==> src/rtl/aes_bist_ctrl.sv <==
// aes_bist_ctrl -- built-in self-test controller for the AES datapath.
// Latency: first pattern one cycle after the start pulse; done one cycle after the terminating event.
// Backpressure: none; patterns are issued every RUN cycle and responses are accepted whenever valid.
//
// Purpose:
//    Two LFSRs generate key/data patterns that are issued to the AES core for
//    NUM_PATTERNS consecutive cycles. The core's valid responses are compacted
//    into a MISR. The final signature is compared against GOLDEN, and the
//    result is reported as pass/timeout.
//
// Ports:
//    i_clk        single clock, rising edge
//    i_rst        synchronous active-low reset
//    i_start      one-cycle pulse; starts a run from IDLE or DONE, ignored while busy
//    o_key_in     key byte to AES core (key LFSR contents)
//    o_data_in    data byte to AES core (data LFSR contents)
//    o_in_valid   key/data carry a pattern this cycle (RUN)
//    i_data_out   response byte from AES core
//    i_out_valid  response valid this cycle
//    o_busy       high in RUN or DRAIN
//    o_done       high in DONE
//    o_pass       signature matched GOLDEN and no timeout; valid while o_done
//    o_timeout    run ended by response idle timeout; valid while o_done
//    o_signature  live MISR value, or 0 (see below)
//
// Build option:
//    AES_BIST_SIGNATURE_OUT_EN  defined: o_signature drives the live MISR.
//                               undefined: o_signature is tied to 0. The compare
//                               still happens internally.

module aes_bist_ctrl #(
   parameter int unsigned      WIDTH        = 8,
   parameter logic [WIDTH-1:0] KEY_SEED     = 8'hA5,
   parameter logic [WIDTH-1:0] DATA_SEED    = 8'h0F,
   parameter logic [WIDTH-1:0] LFSR_TAPS    = 8'b0110_0011,
   parameter logic [WIDTH-1:0] MISR_TAPS    = 8'b0110_0011,
   parameter int unsigned      NUM_PATTERNS = 256,
   parameter logic [WIDTH-1:0] GOLDEN       = 8'hC0,
   parameter int unsigned      TIMEOUT      = 1024
) (
   input  logic             i_clk,
   input  logic             i_rst,
   input  logic             i_start,
   output logic [WIDTH-1:0] o_key_in,
   output logic [WIDTH-1:0] o_data_in,
   output logic             o_in_valid,
   input  logic [WIDTH-1:0] i_data_out,
   input  logic             i_out_valid,
   output logic             o_busy,
   output logic             o_done,
   output logic             o_pass,
   output logic             o_timeout,
   output logic [WIDTH-1:0] o_signature
);

   // Pattern counters must be able to hold NUM_PATTERNS itself, because the
   // receive count saturates there. The idle counter must be able to hold TIMEOUT.
   localparam int unsigned CW = $clog2(NUM_PATTERNS + 1);
   localparam int unsigned TW = $clog2(TIMEOUT + 1);

   localparam logic [CW-1:0] NP    = CW'(NUM_PATTERNS);
   localparam logic [CW-1:0] NP_M1 = CW'(NUM_PATTERNS - 1);
   localparam logic [TW-1:0] TO_M1 = TW'(TIMEOUT - 1);

   typedef enum logic [1:0] {
      S_IDLE  = 2'd0,
      S_RUN   = 2'd1,
      S_DRAIN = 2'd2,
      S_DONE  = 2'd3
   } state_t;

   // Shift left and feed back the parity of the tapped bits.
   function automatic logic [WIDTH-1:0] f_shift(input logic [WIDTH-1:0] q,
                                                input logic [WIDTH-1:0] taps);
      return {q[WIDTH-2:0], ^(q & taps)};
   endfunction

   // ------------------------------------------------------------------
   // Registers
   // ------------------------------------------------------------------
   state_t           r_state;
   logic [WIDTH-1:0] r_key_lfsr;
   logic [WIDTH-1:0] r_data_lfsr;
   logic [WIDTH-1:0] r_misr;
   logic [CW-1:0]    r_sent;
   logic [CW-1:0]    r_rcv;
   logic [TW-1:0]    r_idle;
   logic             r_pass;
   logic             r_timeout;

   // ------------------------------------------------------------------
   // Combinational control
   // ------------------------------------------------------------------
   state_t           w_state_nxt;
   logic             w_load;        // reseed and clear for a new run
   logic             w_finish;      // entering DONE this edge
   logic             w_finish_to;   // ... because of the idle timeout
   logic             w_accept;      // response is compacted this cycle
   logic             w_active;
   logic [WIDTH-1:0] w_misr_nxt;
   logic [WIDTH-1:0] w_misr_final;

   assign w_active   = (r_state == S_RUN) || (r_state == S_DRAIN);

   // Responses after the receive count has saturated do not touch the MISR.
   // The same applies to responses that arrive outside a run.
   assign w_accept   = i_out_valid && w_active && (r_rcv != NP);
   assign w_misr_nxt = f_shift(r_misr, MISR_TAPS) ^ i_data_out;

   // The final response of a run is folded in before the golden compare.
   assign w_misr_final = w_accept ? w_misr_nxt : r_misr;

   always_comb begin
      w_state_nxt = r_state;
      w_load      = 1'b0;
      w_finish    = 1'b0;
      w_finish_to = 1'b0;
      o_in_valid  = 1'b0;
      o_busy      = 1'b0;
      o_done      = 1'b0;

      case (r_state)
         S_IDLE, S_DONE: begin
            o_done = (r_state == S_DONE);
            if (i_start) begin
               w_load      = 1'b1;
               w_state_nxt = S_RUN;
            end
         end

         S_RUN: begin
            o_in_valid = 1'b1;
            o_busy     = 1'b1;
            // r_sent counts patterns already issued.
            // This cycle issues pattern r_sent.
            if (r_sent == NP_M1) begin
               w_state_nxt = S_DRAIN;
            end
         end

         S_DRAIN: begin
            o_busy = 1'b1;
            // Completion has priority over timeout.
            // A response that lands on the last idle cycle still counts.
            if ((r_rcv == NP) || (w_accept && (r_rcv == NP_M1))) begin
               w_finish    = 1'b1;
               w_state_nxt = S_DONE;
            end else if (!i_out_valid && (r_idle == TO_M1)) begin
               w_finish    = 1'b1;
               w_finish_to = 1'b1;
               w_state_nxt = S_DONE;
            end
         end

         default: begin
            w_state_nxt = S_IDLE;
         end
      endcase
   end

   // ------------------------------------------------------------------
   // State register
   // ------------------------------------------------------------------
   always_ff @(posedge i_clk) begin
      if (!i_rst) begin
         r_state <= S_IDLE;
      end else begin
         r_state <= w_state_nxt;
      end
   end

   // ------------------------------------------------------------------
   // Datapath: LFSRs, MISR, counters, result flags
   // ------------------------------------------------------------------
   always_ff @(posedge i_clk) begin
      if (!i_rst) begin
         r_key_lfsr  <= KEY_SEED;
         r_data_lfsr <= DATA_SEED;
         r_misr      <= '0;
         r_sent      <= '0;
         r_rcv       <= '0;
         r_idle      <= '0;
         r_pass      <= 1'b0;
         r_timeout   <= 1'b0;
      end else if (w_load) begin
         r_key_lfsr  <= KEY_SEED;
         r_data_lfsr <= DATA_SEED;
         r_misr      <= '0;
         r_sent      <= '0;
         r_rcv       <= '0;
         r_idle      <= '0;
         r_pass      <= 1'b0;
         r_timeout   <= 1'b0;
      end else begin
         // Patterns advance only while being issued.
         // They hold through DRAIN and DONE.
         if (r_state == S_RUN) begin
            r_key_lfsr  <= f_shift(r_key_lfsr, LFSR_TAPS);
            r_data_lfsr <= f_shift(r_data_lfsr, LFSR_TAPS);
            r_sent      <= r_sent + 1'b1;
         end

         if (w_accept) begin
            r_misr <= w_misr_nxt;
            r_rcv  <= r_rcv + 1'b1;
         end

         // The idle gap is only policed once all patterns are out.
         // Core latency during RUN is unconstrained.
         if (r_state == S_DRAIN) begin
            if (i_out_valid) begin
               r_idle <= '0;
            end else begin
               r_idle <= r_idle + 1'b1;
            end
         end

         if (w_finish) begin
            r_timeout <= w_finish_to;
            r_pass    <= !w_finish_to && (w_misr_final == GOLDEN);
         end
      end
   end

   // ------------------------------------------------------------------
   // Outputs
   // ------------------------------------------------------------------
   assign o_key_in  = r_key_lfsr;
   assign o_data_in = r_data_lfsr;
   assign o_pass    = r_pass;
   assign o_timeout = r_timeout;

`ifdef AES_BIST_SIGNATURE_OUT_EN
   assign o_signature = r_misr;
`else
   assign o_signature = '0;
`endif

endmodule

==> config.mk <==
export PLATFORM = sky130hd
export DESIGN_NAME = aes_bist_ctrl
export DESIGN_NICKNAME = d
export VERILOG_FILES = /design/src/rtl/aes_bist_ctrl.sv
export SDC_FILE = /design/constraint.sdc
export NUM_CORES = 1
export LEC_CHECK = 0
export ABC_CLOCK_PERIOD_IN_PS = 3300
export CAP_MARGIN = 25
export CORE_MARGIN = 1
export CORE_UTILIZATION = 45
export CTS_CLUSTER_DIAMETER = 200
export CTS_CLUSTER_SIZE = 28
export DETAILED_ROUTE_END_ITERATION = 8
export PLACE_DENSITY = 0.65
export SYNTH_ARGS = -nofsm -noshare
export SYNTH_HDL_FRONTEND = slang
export SYNTH_SLANG_ARGS = --single-unit
==> constraint.sdc <==
create_clock -name i_clk -period 3.3 [get_ports i_clk]
set_input_delay 0.495 -clock i_clk [delete_from_list [all_inputs] [get_ports i_clk]]
set_output_delay 0.495 -clock i_clk [all_outputs]
set_load 0.1 [all_outputs]
# Yosys cells after proc, flatten, opt, wreduce, memory -nomap -nowiden
# Index checks and enable logic that the tools add are counted.
[word_totals] register_bits=57 output_inout_bits=29 elab_cells=60
[classes] add_sub_neg=3 n_eq_ne=12 mux=17 bitwise_logic=2 n_reduce_logical=17
[op_table] operator="XOR reduction 8 bit" n=3
[op_table] operator="adder 9 x 1 -> 9 bit (second input constant)" n=2
[op_table] operator="== test 9 x 8 -> 1 bit (second input constant)" n=2
[op_table] operator="adder 11 x 1 -> 11 bit (second input constant)" n=1
[op_table] operator="== test 11 x 10 -> 1 bit (second input constant)" n=1
[op_table] operator="2-to-1 mux 11 bit" n=1
[op_table] operator="2-to-1 mux 1 bit" n=10
[op_table] operator="== test 9 bit (second input constant)" n=1
[op_table] operator="inequality test 9 bit (second input constant)" n=1
[op_table] operator="== test 8 bit (second input constant)" n=1
[op_table] operator="2-to-1 mux 2 bit" n=4
[op_table] operator="2-to-1 mux 8 bit" n=1
[op_table] operator="bitwise XOR 8 bit" n=1
[op_table] operator="case mux 2 bit (3 select lines)" n=1
[op_table] operator="OR reduction 2 bit" n=3
[op_table] operator="logical AND 1 bit" n=5
[op_table] operator="== test 2 bit (second input constant)" n=2
[op_table] operator="inequality test 3 x 1 -> 1 bit (second input constant)" n=1
[op_table] operator="AND reduction 3 bit" n=1
[op_table] operator="== test 2 x 1 -> 1 bit (second input constant)" n=1
[op_table] operator="zero test 1 bit" n=2
[op_table] operator="zero test 2 bit" n=1
[op_table] operator="logical OR 1 bit" n=2
[op_table] operator="inequality test 2 x 1 -> 1 bit (second input constant)" n=1
[op_table] operator="other kinds (2)" n=2

# Depth between registers and ports, before layout
[depth] depth_word=10 depth_mapped=8 mapped_depth_nobuf=8

# Worst setup path after synthesis
# No wires, ideal clock.
[synth_path] kind="flip-flop to flip-flop" startpoint="reg r_state[0]" endpoint="reg r_misr[2]" arrival_ns=2.100 t_required_ns=3.214 path_slack_ns=1.115 path_stages_with_launch=7 path_buffers=1 synth_period_minus_slack_ns=2.185 cell_sequence="dfxtp_1 -> inv_1 -> ha_1 -> inv_1 -> o21ai_1 -> clkbuf_1 -> a211oi_1"
[synth_between] elab_chain_len=5 word_cells_on_any_way=11
[synth_rtl] item="start: declaration" line_no="81" rtl="state_t r_state;"
[synth_rtl] item="start signal: assignment" line_no="168" rtl="r_state <= w_state_nxt;"
[synth_rtl] item="== test 2 x 1 -> 1 bit / == test 2 bit (equally long branches)" line_no="103" rtl="assign w_active = (r_state == S_RUN) || (r_state == S_DRAIN);"
[synth_rtl] item="logical OR 1 bit" line_no="103"
[synth_rtl] item="logical AND 1 bit (2 in series)" line_no="107" rtl="assign w_accept = i_out_valid && w_active && (r_rcv != NP);"
[synth_rtl] item="2-to-1 mux 8 bit"
[synth_rtl] item="end signal: assignment" line_no="204" rtl="r_misr <= w_misr_nxt;"
[synth_rtl] item="end: declaration" line_no="84" rtl="logic [WIDTH-1:0] r_misr;"
# Parallel ways exist; a longest one is shown, timed or not.
# A chain may end at the register's enable or synchronous reset.

# Final worst setup path
[layout_path] startpoint="reg r_data_lfsr[1] (netlist: o_data_in[1])" endpoint="out o_data_in[1]"
[layout_lines] item="start: declaration" line_no="83" rtl="logic [WIDTH-1:0] r_data_lfsr;"
[layout_lines] item="start signal: assignment" line_no="199" rtl="r_data_lfsr <= f_shift(r_data_lfsr, LFSR_TAPS);"
[layout_lines] item="end: declaration" line_no="45" rtl="output logic [WIDTH-1:0] o_data_in,"
# No word-level cell between the ends.

==> impl_metrics.json <==
{
  "cp.required_ps": 2800,
  "ff2ff_path_depth": 8,
  "hold_viol_final": 0,
  "yosys.cell_types.count": 37,
  "p_int_mw": 1.47,
  "crit_chain": "clkdlybuf4s50_1",
  "seqPwrFrac": 0.336,
  "area_growth_pct": 20.4,
  "yosysTopAreaCellShare": 0.427,
  "ant_nets": 0,
  "fin_skew_ps": 10.4,
  "synthCells": 294,
  "finalCriticalPeriod_ps": 2400,
  "pin_count": 41,
  "grt_pass1_vias": 1813,
  "clockPowerShare": 0.234,
  "synth_xor_area_frac": 0.115,
  "start_kind": "flip-flop",
  "dr.pass1.iters": 4,
  "p_leak_nw": 1.21,
  "synth_area_leaders": "dfxtp_1 (43%), nor2_1 (6.6%), xnor2_1 (6.2%), mux2i_1 (6.0%), xor2_1 (5.2%)",
  "use_met2": 0.253,
  "cp.buffers_inverters": 1,
  "chipWidth_um": 79.0,
  "ys_seq_elements": 57,
  "vias_per_cell": 5.04,
  "clk_pin_slew_ps": 70,
  "grt_pass1_wl_um": 7770,
  "synth_compound_area_frac": 0.0857,
  "cap_violations": 0,
  "drt_wl_total_um": 4830,
  "crit_type": "reg -> out",
  "place_hpwl_um": 3380,
  "cts_setup_buffers": 0,
  "finalMaxSlewViolations": 0,
  "die_area_um2": 6250,
  "grt_use_met1": 0.200,
  "gp_congestion": 0.767,
  "antenna_found_initial": 0,
  "n_fill_cell": 535,
  "peakVddDrop_mv": 0.606,
  "drtIter0Drc": 50,
  "cts_hold_buf": 0,
  "portBuffers": 32,
  "worst_pin_slew_ps": 978,
  "worst-path-max-fanout": 4,
  "max_freq_ghz": 0.417,
  "use_met3": 0.0356,
  "grt.total_usage": 0.162,
  "overflow": 0,
  "powerDensity_nw_per_um2": 817,
  "ys_async_sr_fraction": 0,
  "synthSimpleGateAreaFrac": 0.206,
  "synth_top_family_by_area": "simple AND/OR/NAND/NOR gates",
  "final_cell_area_um2": 3220,
  "num_antenna_cells": 0,
  "crit_cells": 1,
  "switchingPower_mw": 1.15,
  "setup_viol": 0,
  "status": "completed",
  "worstHoldPathCells": 2,
  "clkLatencyLatePin_ps": 330,
  "drive_above_1_share": 0.0988,
  "maxSlewHeadroom": 0.346,
  "grt_max_degree": 28,
  "place_worst_setup_slack_ps": 907,
  "period_share": 0.727,
  "yosys-mux-area-fraction": 0.0642,
  "regArea_um2": 1140,
  "rows": 27,
  "multiInputGateArea_um2": 1420,
  "min_path_type": "reg -> reg",
  "ctsRootBufferMaster": "clkbuf_8",
  "synth-edff-count": 0,
  "finalWorstSetupSlack_ps": 901,
  "htree_num_levels": 3,
  "combPwrFrac": 0.430,
  "crit_path_top_delay_cell": "clkdlybuf4s50_1",
  "synthAdderAreaFrac": 0.0468,
  "via_count": 2048,
  "dpl-instance-area_um2": 3030,
  "worstPathArrival_ps": 1900,
  "worstSetupEndpointType": "primary output",
  "cts_buffers": 9,
  "fin_nets": 352,
  "cts_tree": "done",
  "clock_path_buffers": 2,
  "synth_common_cells": "dfxtp_1 (57), nor2_1 (47), nand2_1 (20)",
  "wl_per_cell_um": 11.9,
  "synth_area_um2": 2670,
  "yosys.cell_count.top_type": "dfxtp_1",
  "holdWs_ps": 478,
  "die_h_um": 79.0,
  "initial_core_util": 0.476,
  "final_core_util": 0.573,
  "syn_avg_cell_area_um2": 9.09,
  "grt_setup_unrepaired": "false",
  "fin_tns_setup_ps": 0,
  "synth_warnings": 0,
  "cts_sinks": 57,
  "drc_errors": 0,
  "critical-path-top-delay-family": "buffers and inverters",
  "core_area_um2": 5610,
  "synth_ff_type": "dfxtp_1",
  "ctsResizeCount": 0,
  "top_usage_layer": "met2",
  "seq_area_frac_synth": 0.427,
  "worst_path_largest_cell_delay_ps": 1160,
  "synth_top_area_cell": "dfxtp_1",
  "p_sw_frac": 0.439
}
[placed cells by master (no fill, tap or decap), types with 2 or more instances in the layout]
cell	instances
a211oi_1	9
a21oi_1	13
and3_1	5
buf_4	9
clkbuf_8	9
clkdlybuf4s50_1	28
clkinv_2	3
clkinvlp_4	2
conb_1	8
dfxtp_1	57
ha_1	10
inv_1	10
mux2i_1	16
nand2_1	20
nand3_1	8
nand4_1	9
nand4_2	2
nor2_1	47
nor3_1	5
o21ai_0	7
or3_1	5
xnor2_1	19
xor2_1	16
[final timing paths]
kind	start	endpoint	slack, ps
hold / removal	o_key_in[7]	o_key_in[7]	480
setup / recovery	o_data_in[1]	o_data_in[1]	900
hold reg to reg	o_key_in[7]	o_key_in[7]	480
setup reg to reg	r_state[0]	o_pass	1030
[state kept, by name (all words and copies together), names as in the netlist]
| name | cells |
|---|---|
| o_timeout | 1 |
| r_rcv | 9 |
| o_pass | 1 |
| r_sent | 9 |
| o_key_in | 8 |
| r_state | 2 |
| r_idle | 11 |
| o_data_in | 8 |
| r_misr | 8 |
[cell families (layout without fill, tap and decap cells)]
logic type / Yosys count / in the layout
compound gates: 35 / 35
fa+ha+maj: 10 / 10
buf+inv: 29 / 62
simple gates: 110 / 110
xor+xnor: 35 / 35
flops: 57 / 57
mux: 17 / 17
other cells: 1 / 8
[power groups by stage]
stage	Combinational, mW	Clock (mW)	Sequential (mW)
2_1_floorplan	0.665	0	1.15
3_3_place_gp	1.12	0	0.895
3_5_place_dp	1.13	0	0.897
4_1_cts	1.14	0.630	0.883
5_1_grt	1.20	0.656	0.898
6_report	1.13	0.615	0.882
[layout make-up]
class / count / share of cell area
flip-flops and latches: 57 / 0.355
multi-input cells: 215 / 0.440
inverters: 10 / 0.0117
well taps: 72 / 0.0280
clock buffers: 9 / 0.0385
clock inverters: 6 / 0.0187
repair buffers: 37 / 0.108
[per-layer routing]
layer  vias to the layer above  part of all wire  routed length [um]
met5                         -                 0                   0
met4                         0             0.027                 131
met3                        11             0.031                 148
met2                        33              0.44                2140
met1                       948              0.50                2410
li1                       1056                 -                   -
[metrics by stage]
| step | instances | power, mW |
|---|---|---|
| floorplan | 301 | 1.82 |
| global route | 406 | 2.75 |
| finish | 406 | 2.63 |
| detailed placement | 391 | 2.03 |
| global placement | 391 | 2.02 |
| CTS | 406 | 2.65 |
(Power assumes the default switching activity.)
==> patch 1, RTL diff (same settings) <==
Change the parameter `WIDTH` from 8 to 9.
--- a/src/rtl/aes_bist_ctrl.sv
+++ b/src/rtl/aes_bist_ctrl.sv
@@ -29,7 +29,7 @@
 //                               still happens internally.
 
 module aes_bist_ctrl #(
-   parameter int unsigned      WIDTH        = 8,
+   parameter int unsigned      WIDTH        = 9,
    parameter logic [WIDTH-1:0] KEY_SEED     = 8'hA5,
    parameter logic [WIDTH-1:0] DATA_SEED    = 8'h0F,
    parameter logic [WIDTH-1:0] LFSR_TAPS    = 8'b0110_0011,
Interface: changed (resized i_data_out, o_data_in, o_key_in and o_signature); port bits go from 41 to 45. The function was not compared with the original's and may differ.
==> patch 1 against the unedited design <==
Count of clock-buffer cells in the layout grew 1. Combinational power up 6%. Routed wire length rose by 6.0%. Critical endpoint unchanged. Sequential power up 5.4%. Synthesized area up 2.1%. Highest routed layer unchanged. Via count increased by 3.6%. Worst setup slack better by 0.0047 ns. Design area up 3.6%. Power rose by 9.4%. Sequential cell count up 3. Sequential share of layout area grew 0.56 points. Critical path type unchanged. Largest cell class unchanged.
==> patch 1: results (changes against the unedited design) <==
\begin{tabular}{lr}
\hline
Metric & Value \\
\hline
\multicolumn{2}{l}{\textbf{Run status}} \\
\quad Run status & finished, final reports clean (unchanged) \\
\multicolumn{2}{l}{\textbf{Place}} \\
\quad Dpl ws & 0.892 ns (was 0.907 ns) \\
\quad Port-buffer cells & 35 (was 32) \\
\quad Placed cell count & 400 (was 391) \\
\quad Sum of net half-perimeters after detailed placement & 3590 µm (was 3380 µm) \\
\quad Instance area at placement & 0.00311 mm² (was 0.00303 mm²) \\
\multicolumn{2}{l}{\textbf{Timing}} \\
\quad Worst max-slew margin expressed relative to the limit & 35.4\% (was 34.6\%) \\
\quad Fin Clk Skew & 0.00520 ns (was 0.0104 ns) \\
\multicolumn{2}{l}{\textbf{Synthesis}} \\
\quad Top cells by area, synth & sky130\_fd\_sc\_hd\_\_dfxtp\_1, sky130\_fd\_sc\_hd\_\_nor2\_1, sky130\_fd\_sc\_hd\_\_mux2i\_1 (was sky130\_fd\_sc\_hd\_\_dfxtp\_1, sky130\_fd\_sc\_hd\_\_nor2\_1, sky130\_fd\_sc\_hd\_\_xnor2\_1) \\
\quad Post-synthesis compound-gate area fraction & 9.40\% (was 8.57\%) \\
\quad Distinct cell type count of the synthesized netlist & 34 (was 37) \\
\quad Adder-cell share of the synthesized area & 4.59\% (was 4.68\%) \\
\quad Mux cell area share after synthesis & 6.61\% (was 6.42\%) \\
\quad Xor and xnor fraction of the mapped netlist area & 11.6\% (was 11.5\%) \\
\multicolumn{2}{l}{\textbf{Route}} \\
\quad Metal-1 WL & 2570 µm (was 2410 µm) \\
\quad Mean routed wirelength per cell & 12.3 µm (was 11.9 µm) \\
\quad Met3 WL & 228 µm (was 148 µm) \\
\quad 1st-iter DRT viols & 87 (was 50) \\
\quad Routed length on met2 & 2240 µm (was 2140 µm) \\
\quad Vias after detailed routing & 2121 (was 2048) \\
\multicolumn{2}{l}{\textbf{Power and ir drop}} \\
\quad Relative contribution of the clock network to total power & 25.8\% (was 23.4\%) \\
\quad Switch share & 43.1\% (was 43.9\%) \\
\quad Reported sequential group power & 0.930 mW (was 0.882 mW) \\
\quad Clock-net power & 0.741 mW (was 0.615 mW) \\
\multicolumn{2}{l}{\textbf{Finish}} \\
\quad Fraction of final layout cells with drive strength greater than 1 & 7.85\% (was 9.88\%) \\
\quad Count of nets after finishing & 362 (was 352) \\
\multicolumn{2}{l}{\textbf{GRT}} \\
\quad Routing usage on met3 & 6.29\% (was 3.56\%) \\
\quad Global-route wire length before repair & 8740 µm (was 7770 µm) \\
\quad Vias in the first global route & 1934 (was 1813) \\
\hline
\end{tabular}
[patch 1: changes by cell type after synthesis, sizes merged, moves of 2 or more]
| cell | unedited run | this run |
|---|---|---|
| nor3 | 5 | 2 |
| mux2i | 16 | 18 |
| a211oi | 9 | 11 |
| buf | 13 | 15 |
| nor2 | 47 | 50 |
| dfxtp | 57 | 60 |
| a21oi | 13 | 11 |
[patch 1: worst paths after layout]
path	startpoint	endpoint	slack [ns]	cells after the start
setup / recovery	o_data_in[1]	o_data_in[1]	0.91	1
hold reg to reg	r_sent[8]	r_sent[8]	0.49	2
hold / removal	r_sent[8]	r_sent[8]	0.49	2
setup reg to reg	r_state[0]	o_pass	1.08	8
[patch 1: layout make-up]
cell class | count | area (µm²)
clock inverters | 6 | 87.6
flip-flops and latches | 60 | 1200
clock buffers | 10 | 138
inverters | 10 | 37.5
multi-input cells | 219 | 1410
well taps | 72 | 90.1
repair buffers | 39 | 373
fillers | 519 | 2340
==> patch 2, RTL diff (same settings) <==
Without the edit above. The 4 states of `state_t` get a one-hot encoding in 4 bits.
--- a/src/rtl/aes_bist_ctrl.sv
+++ b/src/rtl/aes_bist_ctrl.sv
@@ -62,11 +62,11 @@
    localparam logic [CW-1:0] NP_M1 = CW'(NUM_PATTERNS - 1);
    localparam logic [TW-1:0] TO_M1 = TW'(TIMEOUT - 1);
 
-   typedef enum logic [1:0] {
-      S_IDLE  = 2'd0,
-      S_RUN   = 2'd1,
-      S_DRAIN = 2'd2,
-      S_DONE  = 2'd3
+   typedef enum logic [3:0] {
+      S_IDLE  = 4'b0001,
+      S_RUN   = 4'b0010,
+      S_DRAIN = 4'b0100,
+      S_DONE  = 4'b1000
    } state_t;
 
    // Shift left and feed back the parity of the tapped bits.
Check against the original RTL: same outputs for any inputs over 10 cycles, from zero or initial values and one cycle with i_rst low; not proved beyond that.
==> patch 2 against the unedited design <==
Critical endpoint is now o_key_in[1]. Maximum frequency is essentially flat. Design area grew 4.4%. Sequential cell count grew 2. Routed wire length grew 13%. Synthesized area grew 5.1%. Non-clock buffer count shrank 2. Count of clock-buffer cells in the layout grew 1. Worst setup slack lost 0.0024 ns. Critical path type unchanged.
Power is not compared: it rests on default switching activity, and its combinational part moved more than twofold at a synthesized area within 25%.
==> patch 2: results (changes against the unedited design) <==
\begin{tabular}{lr}
\hline
Metric & Value \\
\hline
\multicolumn{2}{l}{\textbf{Route}} \\
\quad 1st-iter DRT viols & 108 (was 50) \\
\quad Vias after detailed routing & 2282 (was 2048) \\
\quad Post-Route WL & 5460 µm (was 4830 µm) \\
\multicolumn{2}{l}{\textbf{Place}} \\
\quad Placed cell count & 422 (was 391) \\
\quad Instance area at placement & 0.00315 mm² (was 0.00303 mm²) \\
\quad RePlAce Congestion & 0.846 (was 0.767) \\
\quad Dpl ws & 0.926 ns (was 0.907 ns) \\
\multicolumn{2}{l}{\textbf{GRT}} \\
\quad Global-route wire length before repair & 8940 µm (was 7770 µm) \\
\quad Vias in the first global route & 1998 (was 1813) \\
\quad All-layer global routing usage & 18.1\% (was 16.2\%) \\
\quad Maximum number of pins on one net before global-route repair & 37 (was 28) \\
\multicolumn{2}{l}{\textbf{Worst setup path}} \\
\quad Crit path max-delay cell type & sky130\_fd\_sc\_hd\_\_clkdlybuf4s50\_1 (unchanged) \\
\quad Cell depth of the worst flop-to-flop path & 7 (was 8) \\
\quad Kind of cell adding the most delay to the critical path & buffers and inverters (unchanged) \\
\quad RR Startpoint & r\_state[1] (was r\_state[0]) \\
\multicolumn{2}{l}{\textbf{Synthesis}} \\
\quad Top cells by area, synth & sky130\_fd\_sc\_hd\_\_dfxtp\_1, sky130\_fd\_sc\_hd\_\_xnor2\_1, sky130\_fd\_sc\_hd\_\_nand2\_1 (was sky130\_fd\_sc\_hd\_\_dfxtp\_1, sky130\_fd\_sc\_hd\_\_nor2\_1, sky130\_fd\_sc\_hd\_\_xnor2\_1) \\
\quad Mean cell area of the mapped netlist & 8.59 µm² (was 9.09 µm²) \\
\quad Sequential area share after synthesis & 42.1\% (was 42.7\%) \\
\quad Distinct cell type count of the synthesized netlist & 48 (was 37) \\
\multicolumn{2}{l}{\textbf{Run status}} \\
\quad Run status & finished, final reports clean (unchanged) \\
\multicolumn{2}{l}{\textbf{Timing}} \\
\quad Fin Clk Skew & 0.00879 ns (was 0.0104 ns) \\
\quad Worst max-slew margin expressed relative to the limit & 35.0\% (was 34.6\%) \\
\multicolumn{2}{l}{\textbf{Finish}} \\
\quad Fraction of final layout cells with drive strength greater than 1 & 8.54\% (was 9.88\%) \\
\quad Count of filler cells inserted in the layout & 573 (was 535) \\
\multicolumn{2}{l}{\textbf{Hold path}} \\
\quad Hold endpoint & o\_data\_in[7] (was o\_key\_in[7]) \\
\multicolumn{2}{l}{\textbf{Clock network}} \\
\quad TritonCTS buffer count & 9 (unchanged) \\
\hline
\end{tabular}
-- patch 2: changes by cell type after synthesis, sizes merged, moves of 4 or more --
cell / delta
nand2: +25
mux2i: -16
nand3: +8
nor2: -8
buf: +6
a21oi: +5
ha: -4
inv: -4
nand3b: +4
-- patch 2: kinds of logic (layout without fill, tap and decap cells) --
| group | Yosys count | count (layout) | synth area share (%) |
|---|---|---|---|
| and+or+nand+nor | 145 | 145 | 25.8 |
| DFF | 59 | 59 | 42.1 |
| AOI/OAI and AO/OA | 50 | 50 | 11.9 |
| xor gates and xnor gates | 38 | 38 | 11.9 |
| buffers and inverters | 28 | 57 | 5.57 |
| adders and majority gates | 6 | 6 | 2.67 |
| other | 1 | 8 | 0.134 |
-- patch 2: how the worst max path moves through the flow --
stage | cells after the start | end | slack (ns) | startpoint
4_1_cts | 4 | o_in_valid | 0.88 | r_state[1]
3_5_place_dp | 7 | o_pass | 0.93 | r_state[1]
2_1_floorplan | 2 | o_done | 0.51 | r_state[1]
6_report | 1 | o_key_in[1] | 0.90 | o_key_in[1]
5_1_grt | 7 | o_pass | 0.64 | r_state[1]
3_3_place_gp | 7 | o_pass | 0.99 | r_state[1]
-- patch 2: layout make-up --
cell class | instances | share of cell area, %
flip-flops and latches | 59 | 35.2
clock inverters | 6 | 2.39
clock buffers | 10 | 3.80
repair buffers | 35 | 10.4
inverters | 6 | 0.671
well taps | 75 | 2.80
multi-input cells | 247 | 44.8
-- patch 2: per-stage QoR --
step                      hold slack, ns  power (mW)
after global placement             0.456       0.902
after global routing               0.491        1.64
after detailed placement           0.456       0.902
after CTS                          0.469        1.60
after floorplan                    0.444       0.874
final                              0.464        1.58
-- patch 2: power by group --
group | internal [mW] | switching [mW] | leakage (nW)
Clock | 0.420 | 0.276 | 0.110
Sequential | 0.719 | 0.0118 | 0.476
Combinational | 0.0414 | 0.113 | 0.599
Total | 1.18 | 0.401 | 1.18
-- patch 2: routing by layer --
layer	wire length [µm]	track usage, %
met3	236	6.18
met5	0	0
met2	2460	26.7
met4	81	9.29
met1	2690	23.3
